===== src/rtl/turret_sprite_fetch.sv =====
// Turret sprite fetch: per-frame shadowed sprite position, bounding-box test and
// a 3-stage pipeline that turns a VGA pixel coordinate into an opaque/transparent hit.
module turret_sprite_fetch #(
    parameter int         SPR_W     = 32,
    parameter int         SPR_H     = 32,
    parameter logic [7:0] KEY_INDEX = 8'hFF
) (
    input  logic        clk,
    input  logic        reset_n,
    input  logic        vsync,
    input  logic        pix_valid,
    input  logic [9:0]  draw_x,
    input  logic [9:0]  draw_y,
    input  logic [9:0]  turret_x,
    input  logic [9:0]  turret_y,
    input  logic [2:0]  turret_dir,
    input  logic        turret_flip,
    input  logic        turret_en,
    output logic [12:0] rom_addr,
    input  logic [7:0]  rom_data,
    output logic [7:0]  pal_index,
    output logic        hit,
    output logic        out_valid
);

    logic        r_vsync_d;
    logic [9:0]  r_sh_x;
    logic [9:0]  r_sh_y;
    logic [2:0]  r_sh_dir;
    logic        r_sh_flip;
    logic        r_sh_en;

    logic [12:0] r_rom_addr;
    logic [2:1]  r_vld_pipe;
    logic [2:1]  r_in_pipe;
    logic [7:0]  r_pal_index;
    logic        r_hit;
    logic        r_out_valid;

    logic        w_vs_edge;
    logic [10:0] w_dx;
    logic [10:0] w_dy;
    logic        w_in_box;
    logic [4:0]  w_col;
    logic [4:0]  w_row;
    logic        w_opaque;

    assign w_vs_edge = vsync & ~r_vsync_d;

    // Zero-extend before subtracting so a pixel left/above the sprite goes negative
    // instead of wrapping into the box.
    assign w_dx = {1'b0, draw_x} - {1'b0, r_sh_x};
    assign w_dy = {1'b0, draw_y} - {1'b0, r_sh_y};

    assign w_in_box = pix_valid & r_sh_en
                    & ~w_dx[10] & (w_dx[9:0] < 10'(SPR_W))
                    & ~w_dy[10] & (w_dy[9:0] < 10'(SPR_H));

    assign w_col    = r_sh_flip ? (5'(SPR_W - 1) - w_dx[4:0]) : w_dx[4:0];
    assign w_row    = w_dy[4:0];
    assign w_opaque = r_in_pipe[2] & (rom_data != KEY_INDEX);

    // Shadows only move on a vsync rising edge so a frame is drawn from one position.
    always_ff @(posedge clk or negedge reset_n) begin
        if (!reset_n) begin
            r_vsync_d <= 1'b0;
            r_sh_x    <= '0;
            r_sh_y    <= '0;
            r_sh_dir  <= '0;
            r_sh_flip <= 1'b0;
            r_sh_en   <= 1'b0;
        end else begin
            r_vsync_d <= vsync;
            if (w_vs_edge) begin
                r_sh_x    <= turret_x;
                r_sh_y    <= turret_y;
                r_sh_dir  <= turret_dir;
                r_sh_flip <= turret_flip;
                r_sh_en   <= turret_en;
            end
        end
    end

    always_ff @(posedge clk or negedge reset_n) begin
        if (!reset_n) begin
            r_rom_addr  <= '0;
            r_vld_pipe  <= '0;
            r_in_pipe   <= '0;
            r_pal_index <= '0;
            r_hit       <= 1'b0;
            r_out_valid <= 1'b0;
        end else begin
            if (pix_valid)
                r_rom_addr <= {r_sh_dir, w_row, w_col};
            r_vld_pipe  <= {r_vld_pipe[1], pix_valid};
            r_in_pipe   <= {r_in_pipe[1], w_in_box};
            r_out_valid <= r_vld_pipe[2];
            r_hit       <= w_opaque;
            r_pal_index <= w_opaque ? rom_data : 8'h00;
        end
    end

    assign rom_addr  = r_rom_addr;
    assign pal_index = r_pal_index;
    assign hit       = r_hit;
    assign out_valid = r_out_valid;

endmodule


===== config.mk =====
export PLATFORM = sky130hd
export DESIGN_NAME = turret_sprite_fetch
export DESIGN_NICKNAME = d
export VERILOG_FILES = /design/src/rtl/turret_sprite_fetch.sv
export SDC_FILE = /design/constraint.sdc
export NUM_CORES = 1
export LEC_CHECK = 0
export CORE_UTILIZATION = 44
export DETAILED_ROUTE_END_ITERATION = 10
export PLACE_DENSITY = 0.77
export SLEW_MARGIN = 30
export SYNTH_ARGS = -nofsm -noshare
export SYNTH_HDL_FRONTEND = slang
export SYNTH_SLANG_ARGS = --single-unit

===== constraint.sdc =====
create_clock -name clk -period 1.7 [get_ports clk]
set_input_delay 0.34 -clock clk [delete_from_list [all_inputs] [get_ports clk]]
set_output_delay 0.34 -clock clk [all_outputs]
set_load 0.005 [all_outputs]

==> summary.txt <==
Worst setup path
  • WP data required: 1.92 ns
  • Critical path class: in -> reg
  • R2R Setup Slk: -0.26 ns
  • Crit end category: flop
  • Critical-path maximum fanout: 2
  • Worst Reg2Reg Path Length in Cells: 8
  • Crit. Startpoint: draw_x[1]
  • RR Startpoint: r_sh_y[0]
  • CP startpoint kind: input port
  • Reg-to-Reg End: r_in_pipe[1]
  • Crit path DAT: 2.19 ns
  • Setup crit end: r_in_pipe[1]

Clocking
  • TritonCTS Buffers: 5
  • CTS tree: built
  • Clock Tree Buf Depth: 2
  • H-tree depth: 2
  • Clk sinks: 53
  • Clock Latency Late Sink: 0.31 ns
  • Clock root cell: clkbuf_8
  • Clk slew on worst S/H paths: 0.10 ns

Floorplanning
  • Initial core utilization: 45.60%
  • Row Count: 29
  • Die H: 83.12 um
  • Die width: 83.12 um
  • Total die area: 6909 um2
  • Core area: 6350 um2
  • Ports: 80

GRT
  • First-pass GRT wire length: 12240 um
  • Number of global-route vias before repair: 2579
  • Grt ovf: 0
  • Antenna violations before repair: 0
  • Largest net degree at the start of global routing: 27
  • All-Layer GR Usage: 22.10%

Final layout
  • Final-stage net count: 501
  • Antenna Cells: 0
  • Proportion of layout cells with a drive suffix above 1: 28.13%
  • Final Non-Filler Cells: 500
  • Area growth syn-to-layout: 55.66%
  • Post-route cell area: 4507 um2

Logic synthesis
  • Syn_area_per_cell: 10.19 um2
  • Synth cell count leaders: dfrtp_1, inv_1, o21ai_0, nand2_1, ha_1
  • Async set-reset flop share out of synthesis: 100.0%
  • Seq/Total Area, Yosys: 45.81%
  • Post-Synthesis Cells: 284
  • Yosys top cell by area: dfrtp_1
  • Synth cell types: 52
  • Ys Warns: 0
  • Synth Net Count: 363
  • Top-count cell post-synth: dfrtp_1
  • Number of synthesized flops with an enable pin: 0
  • Synthesis-stage register bit count: 53
  • Mapped Area: 2895 um2
  • Synth top area share: 45.81%
  • Synth Flop Type: dfrtp_1
  • Synth area leaders: dfrtp_1, ha_1, mux2_2

Detailed routing
  • Wirelength per Cell: 14.64 um
  • Post-route ant nets: 0
  • Vias: 2585
  • Routed WL: 7318 um
  • Vias per inst: 5.170
  • DRC viols: 0
  • 1st-iter DRT viols: 91
  • 1st-pass router iterations: 4

Timing
  • Final Cycle Share: 115.8%
  • Setup TNS: -0.4255 ns
  • Count of pins over their slew limit: 0
  • RSZ-0062 raised after global routing: true
  • Fin. Hold Viols: 0
  • Rel. slew slack: 69.15%
  • Final setup viols: 2
  • Layout Skew: 0.006057 ns
  • Fmax: 507.8 MHz
  • Final Critical Period: 1.969 ns
  • Worst Max-Slew Pin Slew: 0.4627 ns
  • Setup WS post-layout: -0.2692 ns

Placed design
  • Dpl cell area: 4203 um2
  • Dpl hpwl: 5523 um
  • Placed cells: 487
  • PortBufs: 79
  • Placer Congestion: 0.8002

Power and ir drop
  • Design Power: 0.003954 W
  • Pwr/cell area: 877.4 nW/um2
  • P_leak: 2.019 nW
  • Max VDD drop: 0.5064 mV

Min path
  • HP Class: reg -> reg

Status
  • Failing checks: negative setup slack
  • Status: finished, violations left

Flow run
  • Max Cap Viol: 0
==> critical path, cell delays in order <==
cell	delay [ns]
clkdlybuf4s50_1	0.43
ha_1	0.28
nor2b_2	0.14
o21ai_2	0.06
o211ai_1	0.26
buf_4	0.17
o211a_1	0.16
nand3_1	0.09
nor4_2	0.24
==> state kept, by name, summed over array words and instances, names as in the netlist <==
register and count:
hit 1, out_valid 1, pal_index 8, r_in_pipe 2, r_sh_dir 3, r_sh_en 1, r_sh_flip 1, r_sh_x 10
r_sh_y 10, r_vld_pipe 2, r_vsync_d 1, rom_addr 13
==> cell type report <==
type	instances	area (um2)
tap	77	96.34
fill	476	1843
timing repair buffer	140	1275
clock buffer	5	68.82
sequential	53	1326
multi-input combinational	193	1605
clock inverter	3	26.28
inverter	29	108.9
==> metal layers <==
layer,GRT usage (%),wire [um],up-vias
met5,0,0,-
met4,5.486,98,0
met3,4.771,330,9
met2,38.00,3729,83
met1,28.33,3160,1228
li1,-,-,1265
==> cell usage in the layout (no fill, tap or decap), types with 5 or more instances in the layout <==
| cell type | n |
|---|---|
| a21oi_1 | 7 |
| a21oi_2 | 5 |
| and2_1 | 8 |
| buf_4 | 57 |
| clkbuf_8 | 5 |
| clkdlybuf4s50_1 | 75 |
| dfrtp_1 | 53 |
| ha_1 | 11 |
| ha_4 | 8 |
| inv_1 | 28 |
| mux2_2 | 13 |
| mux2i_1 | 5 |
| nand2_1 | 23 |
| nand2b_1 | 6 |
| nor2_1 | 11 |
| o21ai_0 | 25 |
| xnor2_1 | 8 |
==> metrics by stage <==
stage	utilization (%)	hold WS (ns)	setup WS, ns
after floorplan	-	0.04441	-0.1187
after global placement	66.19	0.3225	-0.6941
after detailed placement	66.19	0.3190	-0.7158
after CTS	68.83	0.3667	-0.2741
after global routing	70.98	0.3779	-0.3721
final	70.98	0.3608	-0.2692
==> cell families after synthesis <==
group,share of synthesized area (%)
xor gates and xnor gates,3.025
muxes,7.174
adders and majority gates,10.03
DFF,45.81
AOI/OAI and AO/OA,15.43
buffers and inverters,5.099
and+or+nand+nor,13.44
==> timing repair <==
action                                  4_1_cts  5_1_grt
gates resized for setup                      12       17
endpoints found under the setup margin        5        4
pin swaps                                    14       13
hold buffers                                  1        0
endpoints found under the hold margin        17        0
setup buffers                                 3        1
==> worst min-delay path by stage <==
stage / startpoint / to / slack [ns] / depth (start not counted)
2_1_floorplan: reset_n / hit / 0.04 / 0
6_report: r_vld_pipe[1] / r_vld_pipe[2] / 0.36 / 0
3_3_place_gp: reset_n / rom_addr[6] / 0.32 / 1
3_5_place_dp: reset_n / rom_addr[6] / 0.32 / 1
5_1_grt: r_vld_pipe[1] / r_vld_pipe[2] / 0.38 / 0
4_1_cts: r_vld_pipe[1] / r_vld_pipe[2] / 0.37 / 0
==> report_power, final <==
group	total, W	internal [W]	switching, W
clock network	0.000753	0.000300	0.000452
logic	0.00168	0.000983	0.000693
registers	0.00153	0.00144	0.0000888
total	0.00395	0.00272	0.00123
No activity file was read; power rests on OpenSTA's default activity.
